$ cat config.mk
export PLATFORM = sky130hd
export DESIGN_NAME = pipe_skid_stage
export DESIGN_NICKNAME = d
export VERILOG_FILES = /design/src/rtl/config.sv /design/src/rtl/pipe_pkg.sv /design/src/rtl/stl_reg.sv /design/src/rtl/pipe_skid_stage.sv
export SDC_FILE = /design/constraint.sdc
export NUM_CORES = 1
export LEC_CHECK = 0
export CAP_MARGIN = 5
export CORE_MARGIN = 4
export CORE_UTILIZATION = 46
export CTS_BUF_LIST = sky130_fd_sc_hd__clkbuf_16
export DETAILED_ROUTE_END_ITERATION = 12
export PLACE_DENSITY = 0.75
export SETUP_SLACK_MARGIN = 0.5
export SYNTH_ARGS = -nofsm -noshare
export SYNTH_HDL_FRONTEND = slang
export SYNTH_SLANG_ARGS = --single-unit
$ cat constraint.sdc
create_clock -name i_clk -period 5.1 [get_ports i_clk]
set_clock_uncertainty 0.1 [all_clocks]
set_input_delay 0.51 -clock i_clk [delete_from_list [all_inputs] [get_ports i_clk]]
set_output_delay 0.51 -clock i_clk [all_outputs]
set_load 0.05 [all_outputs]
$ cat src/rtl/config.sv
// Core-wide width configuration shared by the pipeline stages.
// CPU_WIDTH : architectural register / pc width
// INS_WIDTH : instruction word width
`ifndef CPU_WIDTH
`define CPU_WIDTH 64
`endif
`ifndef INS_WIDTH
`define INS_WIDTH 32
`endif

$ cat src/rtl/pipe_pkg.sv
// Shared types for the elastic pipeline stage: occupancy state encoding,
// main-entry load select, and the difftest sideband beat layout.
// The widths come from config.sv; the guarded defaults below keep this
// package self-contained when it is compiled on its own.
`ifndef CPU_WIDTH
`define CPU_WIDTH 64
`endif
`ifndef INS_WIDTH
`define INS_WIDTH 32
`endif

package pipe_pkg;

    localparam int PIPE_OCC_W = 2;

    // Occupancy of the stage; the encoding equals the number of held beats.
    typedef enum logic [PIPE_OCC_W-1:0] {
        OCC_EMPTY = 2'd0,
        OCC_ONE   = 2'd1,
        OCC_FULL  = 2'd2
    } occ_state_e;

    // Where the main entry takes its next value from.
    typedef enum logic [1:0] {
        MAIN_HOLD      = 2'd0,
        MAIN_LOAD_IN   = 2'd1,
        MAIN_LOAD_SKID = 2'd2
    } main_sel_e;

    // Difftest sideband travelling with every beat.
    typedef struct packed {
        logic [`CPU_WIDTH-1:0] pc;
        logic [`INS_WIDTH-1:0] ins;
    } diff_beat_t;

    localparam int DIFF_W = $bits(diff_beat_t);

    // Number of beats held in a given occupancy state.
    function automatic logic [PIPE_OCC_W-1:0] occ_count(input occ_state_e s);
        return (s == OCC_EMPTY) ? 2'd0 : (s == OCC_ONE) ? 2'd1 : 2'd2;
    endfunction

endpackage

$ cat src/rtl/stl_reg.sv
// Generic enable register with asynchronous active-high reset.
// Used for the main and skid entries of pipe_skid_stage.
module stl_reg #(
    parameter int               WIDTH     = 1,
    parameter logic [WIDTH-1:0] RESET_VAL = '0
) (
    input  logic             clk,
    input  logic             rst,
    input  logic             en,
    input  logic [WIDTH-1:0] d,
    output logic [WIDTH-1:0] q
);

    // Load d when enabled, otherwise hold; reset forces RESET_VAL.
    // NOTE: sequential state uses non-blocking assignment so every flop
    // samples pre-edge values regardless of process evaluation order.
    always_ff @(posedge clk or posedge rst) begin
        if (rst) begin
            q <= RESET_VAL;
        end else if (en) begin
            q <= d;
        end
    end

endmodule

$ cat src/rtl/pipe_skid_stage.sv
// Elastic pipeline stage with a two-entry skid buffer (main + skid).
// Upstream ready is derived from flops only, so backpressure does not ripple
// combinationally through the pipe. Includes a synchronous flush and a
// saturating stall counter.
// Optional feature macro: PIPE_DIFFTEST_EN adds the difftest pc/instruction
// sideband, stored and moved with each beat exactly like the payload.
module pipe_skid_stage
    import pipe_pkg::*;
#(
    parameter int               WIDTH     = 64,
    parameter logic [WIDTH-1:0] RESET_VAL = '0,
    parameter int               CNT_W     = 32
) (
    input  logic                   i_clk,
    input  logic                   i_rst_n,   // active-high despite the name
    input  logic                   i_flush,
    input  logic                   i_valid,
    output logic                   o_ready,
    input  logic [WIDTH-1:0]       i_data,
    output logic                   o_valid,
    input  logic                   i_ready,
    output logic [WIDTH-1:0]       o_data,
`ifdef PIPE_DIFFTEST_EN
    input  logic [`CPU_WIDTH-1:0]  s_in_diffpc,
    input  logic [`INS_WIDTH-1:0]  s_in_diffins,
    output logic [`CPU_WIDTH-1:0]  s_out_diffpc,
    output logic [`INS_WIDTH-1:0]  s_out_diffins,
`endif
    output logic [PIPE_OCC_W-1:0]  o_occ,
    output logic [CNT_W-1:0]       o_stall_cnt
);

`ifdef PIPE_DIFFTEST_EN
    localparam int BEAT_W = WIDTH + DIFF_W;
    // Sideband occupies the upper bits and always resets/flushes to zero.
    localparam logic [BEAT_W-1:0] BEAT_RESET = {{DIFF_W{1'b0}}, RESET_VAL};
`else
    localparam int BEAT_W = WIDTH;
    localparam logic [BEAT_W-1:0] BEAT_RESET = RESET_VAL;
`endif

    occ_state_e        state_q;
    occ_state_e        state_d;
    main_sel_e         main_sel;
    logic              skid_load;
    logic              main_v;
    logic              skid_v;
    logic              in_fire;
    logic              out_fire;
    logic [BEAT_W-1:0] in_beat;
    logic [BEAT_W-1:0] main_q;
    logic [BEAT_W-1:0] main_d;
    logic [BEAT_W-1:0] skid_q;
    logic [BEAT_W-1:0] skid_d;
    logic              main_en;
    logic              skid_en;
    logic [CNT_W-1:0]  stall_cnt_q;

`ifdef PIPE_DIFFTEST_EN
    diff_beat_t in_diff;
    diff_beat_t out_diff;

    assign in_diff.pc     = s_in_diffpc;
    assign in_diff.ins    = s_in_diffins;
    assign in_beat        = {in_diff, i_data};
    assign out_diff       = main_q[BEAT_W-1:WIDTH];
    assign s_out_diffpc   = out_diff.pc;
    assign s_out_diffins  = out_diff.ins;
`else
    assign in_beat = i_data;
`endif

    // Valid bits are implied by the occupancy state.
    assign main_v   = (state_q != OCC_EMPTY);
    assign skid_v   = (state_q == OCC_FULL);
    assign o_valid  = main_v;
    assign o_ready  = !skid_v;
    assign o_data   = main_q[WIDTH-1:0];
    assign o_occ    = occ_count(state_q);
    assign in_fire  = i_valid && o_ready;
    assign out_fire = main_v && i_ready;

    // Occupancy state register.
    always_ff @(posedge i_clk or posedge i_rst_n) begin
        if (i_rst_n) begin
            state_q <= OCC_EMPTY;
        end else begin
            state_q <= state_d;
        end
    end

    // Next occupancy and entry-load decisions; flush overrides every transfer.
    // NOTE: every signal written here gets a default first, so no path leaves
    // it unassigned and no latch is inferred.
    always_comb begin
        state_d   = state_q;
        main_sel  = MAIN_HOLD;
        skid_load = 1'b0;
        unique case (state_q)
            OCC_EMPTY: begin
                if (in_fire) begin
                    state_d  = OCC_ONE;
                    main_sel = MAIN_LOAD_IN;
                end
            end
            OCC_ONE: begin
                if (out_fire && in_fire) begin
                    main_sel = MAIN_LOAD_IN;
                end else if (out_fire) begin
                    state_d = OCC_EMPTY;
                end else if (in_fire) begin
                    state_d   = OCC_FULL;
                    skid_load = 1'b1;
                end
            end
            OCC_FULL: begin
                if (out_fire) begin
                    state_d  = OCC_ONE;
                    main_sel = MAIN_LOAD_SKID;
                end
            end
            default: state_d = OCC_EMPTY;
        endcase
        if (i_flush) begin
            state_d   = OCC_EMPTY;
            main_sel  = MAIN_HOLD;
            skid_load = 1'b0;
        end
    end

    // Entry write enables and next values; flush reloads both with the reset beat.
    always_comb begin
        main_en = i_flush || (main_sel != MAIN_HOLD);
        skid_en = i_flush || skid_load;
        if (i_flush) begin
            main_d = BEAT_RESET;
        end else if (main_sel == MAIN_LOAD_SKID) begin
            main_d = skid_q;
        end else begin
            main_d = in_beat;
        end
        skid_d = i_flush ? BEAT_RESET : in_beat;
    end

    stl_reg #(
        .WIDTH     (BEAT_W),
        .RESET_VAL (BEAT_RESET)
    ) u_main (
        .clk (i_clk),
        .rst (i_rst_n),
        .en  (main_en),
        .d   (main_d),
        .q   (main_q)
    );

    stl_reg #(
        .WIDTH     (BEAT_W),
        .RESET_VAL (BEAT_RESET)
    ) u_skid (
        .clk (i_clk),
        .rst (i_rst_n),
        .en  (skid_en),
        .d   (skid_d),
        .q   (skid_q)
    );

    // Count cycles where a held beat is refused downstream; saturate at all-ones.
    always_ff @(posedge i_clk or posedge i_rst_n) begin
        if (i_rst_n) begin
            stall_cnt_q <= '0;
        end else if (main_v && !i_ready && (stall_cnt_q != {CNT_W{1'b1}})) begin
            stall_cnt_q <= stall_cnt_q + CNT_W'(1);
        end
    end

    assign o_stall_cnt = stall_cnt_q;

endmodule

==> impl_metrics.py <==
metrics = {
    "critical_path": {
        "critical_path_capture_point_type": "flop",
        "timing.critical_path.mode_cell": "sky130_fd_sc_hd__nand3_1",
        "crit_required_ns": 5.30,
        "crit_path_max_fanout": 16,
        "start_kind": "flop",
        "ordered_cell_list_for_the_critical_path": "nand3_1 -> nor4_4 -> nand3_1 -> nand2_1 -> mux2_2",
        "cp_slowest_cell": "sky130_fd_sc_hd__nand3_1",
        "total_buffers_and_inverters_traversed_by_the_critical_path": 0,
        "timing.critical_path.max_delay_family": "simple AND/OR/NAND/NOR gates",
        "cp_data_arrival_time_ns": 2.87,
        "startpoint": "o_stall_cnt[25]",
        "critPathKind": "flop to flop",
        "cp_peak_stage_delay_ns": 0.62,
        "regToRegStartpoint": "o_stall_cnt[25]",
    },
    "synth": {
        "synth-simple-area-share_pct": 19.83,
        "synthesis.yosys.warnings": 0,
        "postSynthNetCount": 805,
        "synth_seq_area_share_pct": 54.69,
        "synth_flop_cell": "sky130_fd_sc_hd__dfrtp_1",
        "synthArstFlopShare_pct": 100.0,
        "netlist_area_um2": 7412,
        "syn-instance-count": 735,
        "mux_share_of_post_synthesis_cell_area_pct": 8.795,
        "yosys_register_bits": 162,
        "synth_compound_area_share_pct": 9.993,
        "synth_area_leaders": "sky130_fd_sc_hd__dfrtp_1 (55%), sky130_fd_sc_hd__mux2i_1 (8.6%), sky130_fd_sc_hd__nand2_1 (7.1%)",
        "synth_fa_ha_area_share_pct": 0.1688,
        "dominant_combinational_cell_family_by_area_after_synthesis": "simple AND/OR/NAND/NOR gates",
        "synth_xor_xnor_area_share_pct": 3.190,
        "synth_edf_count": 0,
        "yosys.area.top_type": "sky130_fd_sc_hd__dfrtp_1",
        "syn-mean-instance-area_um2": 10.08,
        "netlist-cell-type-count": 40,
        "yosys.area.top_type_share_pct": 54.69,
    },
    "layout": {
        "multiInputGateArea_um2": 3134,
        "synthToLayoutAreaGrowth_pct": 31.90,
        "design_area_um2": 9777,
        "antenna-diode-count": 0,
        "final_nets": 945,
        "drive_above_1_share_pct": 5.968,
        "n_fill_cell": 1323,
        "seq_area_um2": 4054,
    },
    "outcome": {
        "outcome": "complete, no violations",
    },
    "clocking": {
        "cts_max_level": 4,
        "worst_skew_pair.late_latency_ns": 0.42,
        "cts_inserted_buffers": 17,
        "cts_resized": 0,
        "cts_setup_buffers": 0,
        "cts_num_sinks": 162,
        "holdBufCountCts": 0,
        "clock_tree.root_cell": "sky130_fd_sc_hd__clkbuf_16",
        "max-clock-path-buffers": 2,
        "clock_tree_from_tritoncts": "done",
        "clk_transition_reported_paths_ns": 0.06,
    },
    "placed_design": {
        "final_gp_congestion": 0.7736,
        "detailed_place_hpwl_mm": 11.40,
        "placement.io_buffers": 168,
        "post_dp_cell_area_um2": 9210,
    },
    "sta": {
        "setup_viol_count_final": 0,
        "final_report_max_slew_violation_count": 0,
        "hold_viol": 0,
        "fmaxAchievable_mhz": 374.7,
        "timing.final.crit_share_pct": 52.34,
        "finalSetupTns_ns": 0,
        "period_minus_slack_ns": 2.669,
        "worst_slew_margin_rel_pct": 26.08,
        "max_slew.worst_pin.slew_ns": 1.109,
        "rsz_0062_raised_after_global_routing": "no",
    },
    "floorplan": {
        "placeableCoreArea_um2": 15830,
        "die-height_um": 134.9,
        "die_area_um2": 18210,
        "initial_utilization_pct": 46.83,
        "ios": 169,
        "placement_rows": 46,
        "die_w_um": 134.9,
    },
    "global_route": {
        "global_router_s_overall_resource_usage_pct": 20.17,
        "via_count_of_the_first_global_routing_pass": 5749,
        "grt_max_degree": 129,
        "grt_pass1_wl_mm": 29.44,
        "grt_remaining_overflow": 0,
        "grt_antenna_before_repair": 0,
    },
    "power_and_ir_drop": {
        "maximum_ir_drop_on_the_vdd_rail_mv": 0.2166,
        "static-leakage-power_nw": 3.843,
        "power_per_cell_area_nw_per_um2": 333.2,
    },
    "detailed_routing": {
        "drt-pass1-iter-count": 4,
        "detailedRoute.firstIterationViolations": 410,
        "routed_wirelength_mm": 17.96,
        "via_per_inst": 5.258,
        "wire_per_inst_um": 16.26,
        "drc_markers": 0,
        "drt.antenna.violating_nets": 0,
        "routed-via-count": 5805,
    },
    "flow_run": {
        "max-cap-violations": 0,
    },
    "hold_path": {
        "min-delay-path-class": "flop to flop",
        "holdCritStartpoint": "o_stall_cnt[11]",
    },
}
## power breakdown
group | switching, mW | leakage, nW | total, mW | internal [mW]
Sequential | 0.0623 | 2.19 | 1.42 | 1.36
Clock | 0.513 | 0.274 | 1.23 | 0.715
Combinational | 0.390 | 1.38 | 0.609 | 0.219
## worst reg2reg max path: stages (launching register included)
cell,delay [ns]
sky130_fd_sc_hd__dfrtp_1,0.42
sky130_fd_sc_hd__nand3_1,0.18
sky130_fd_sc_hd__nor4_4,0.52
sky130_fd_sc_hd__nand3_1,0.62
sky130_fd_sc_hd__nand2_1,0.35
sky130_fd_sc_hd__mux2_2,0.36
## cell families (layout without fill, tap and decap cells)
logic type               Yosys count  in the layout
adder cells (fa/ha/maj)            1              1
AND/OR/NAND/NOR                  280            280
flip-flops                       162            162
buffers and inverters             57            210
multiplexers                      65             65
AO/OA/AOI/OAI                    143            143
XOR/XNOR                          27             27
## path summary, 6_finish.rpt
| check | endpoint | slack [ns] | depth (start not counted) |
|---|---|---|---|
| worst max-delay path | o_stall_cnt[1] | 2.43 | 5 |
| min in group asynchronous | o_stall_cnt[11] | 0.54 | 2 |
| worst max register to register | o_stall_cnt[1] | 2.43 | 5 |
| worst min-delay path | o_stall_cnt[11] | 0.40 | 1 |
| max in group asynchronous | u_skid.q[53] | 3.26 | 3 |
| worst min register to register | o_stall_cnt[11] | 0.40 | 1 |
## stage by stage
| step | total power [mW] | setup WS, ns | util, % | hold WS (ns) | cells |
|---|---|---|---|---|---|
| after global placement | 2.050 | 2.127 | 58.19 | 0.3843 | 1072 |
| final | 3.257 | 2.431 | 61.77 | 0.3955 | 1104 |
| after floorplan | 1.809 | 2.433 | - | 0.4010 | 735 |
| after global routing | 3.397 | 2.253 | 61.77 | 0.4106 | 1104 |
| after CTS | 3.292 | 2.451 | 61.77 | 0.4019 | 1104 |
| after detailed placement | 2.057 | 2.087 | 58.19 | 0.3899 | 1072 |
## state kept, by name, indices dropped and copies added, names as in the netlist
register     flops
u_main.q        64
u_skid.q        64
state_q          2
o_stall_cnt     32
## routing by layer
layer | share of wire, % | vias up | GRT usage, %
met3 | 4.8 | 23 | 4.881
li1 | - | 2820 | -
met1 | 45 | 2816 | 27.41
met4 | 1.8 | 0 | 6.607
met2 | 48 | 146 | 32.07
met5 | 0 | - | 0
## placed cells by master (no fill, tap or decap), types with 3 or more instances in the layout
master | Yosys | final
sky130_fd_sc_hd__nand2_1 | 141 | 141
sky130_fd_sc_hd__and3_1 | 5 | 5
sky130_fd_sc_hd__nand3_1 | 14 | 14
sky130_fd_sc_hd__inv_1 | 5 | 4
sky130_fd_sc_hd__mux2i_1 | 64 | 64
sky130_fd_sc_hd__nand4_1 | 14 | 14
sky130_fd_sc_hd__xor2_1 | 5 | 5
sky130_fd_sc_hd__buf_4 | 6 | 5
sky130_fd_sc_hd__nand3b_1 | 65 | 65
sky130_fd_sc_hd__clkinvlp_4 | 0 | 4
sky130_fd_sc_hd__nor3_1 | 7 | 7
sky130_fd_sc_hd__dfrtp_1 | 162 | 162
sky130_fd_sc_hd__nor2_1 | 14 | 14
sky130_fd_sc_hd__o21ai_0 | 64 | 64
sky130_fd_sc_hd__clkdlybuf4s50_1 | 0 | 167
sky130_fd_sc_hd__nor4_1 | 3 | 3
sky130_fd_sc_hd__clkbuf_16 | 0 | 17
sky130_fd_sc_hd__xnor2_1 | 22 | 22
sky130_fd_sc_hd__a21oi_1 | 73 | 73
sky130_fd_sc_hd__clkinv_2 | 0 | 5
## synth_stat cells (2+ instances only)
| cell | count |
|---|---|
| sky130_fd_sc_hd__or2_2 | 2 |
| sky130_fd_sc_hd__xor2_1 | 5 |
| sky130_fd_sc_hd__and2b_2 | 2 |
| sky130_fd_sc_hd__buf_4 | 6 |
| sky130_fd_sc_hd__nand4_1 | 14 |
| sky130_fd_sc_hd__nand2_1 | 141 |
| sky130_fd_sc_hd__dfrtp_1 | 162 |
| sky130_fd_sc_hd__nand3b_1 | 65 |
| sky130_fd_sc_hd__nor2b_1 | 2 |
| sky130_fd_sc_hd__nor2_1 | 14 |
| sky130_fd_sc_hd__nor4_1 | 3 |
| sky130_fd_sc_hd__and3_1 | 5 |
| sky130_fd_sc_hd__inv_1 | 5 |
| sky130_fd_sc_hd__and2_1 | 2 |
| sky130_fd_sc_hd__buf_2 | 4 |
| sky130_fd_sc_hd__nand2b_1 | 2 |
| sky130_fd_sc_hd__nand3_1 | 14 |
| sky130_fd_sc_hd__a21oi_1 | 73 |
| sky130_fd_sc_hd__buf_1 | 6 |
| sky130_fd_sc_hd__clkbuf_1 | 35 |
| sky130_fd_sc_hd__mux2i_1 | 64 |
| sky130_fd_sc_hd__nor3_1 | 7 |
| sky130_fd_sc_hd__xnor2_1 | 22 |
| sky130_fd_sc_hd__o21ai_0 | 64 |
## area by class of cell
| class | count | share of cell area, % |
|---|---|---|
| Clock buffer | 17 | 4.351 |
| Clock inverter | 15 | 1.446 |
| Inverter | 5 | 0.2304 |
| Multi-Input combinational cell | 516 | 32.06 |
| Sequential cell | 162 | 41.46 |
| Tap cell | 216 | 2.764 |
| Timing Repair Buffer | 173 | 17.69 |
No activity file was read; power rests on OpenSTA's default activity.
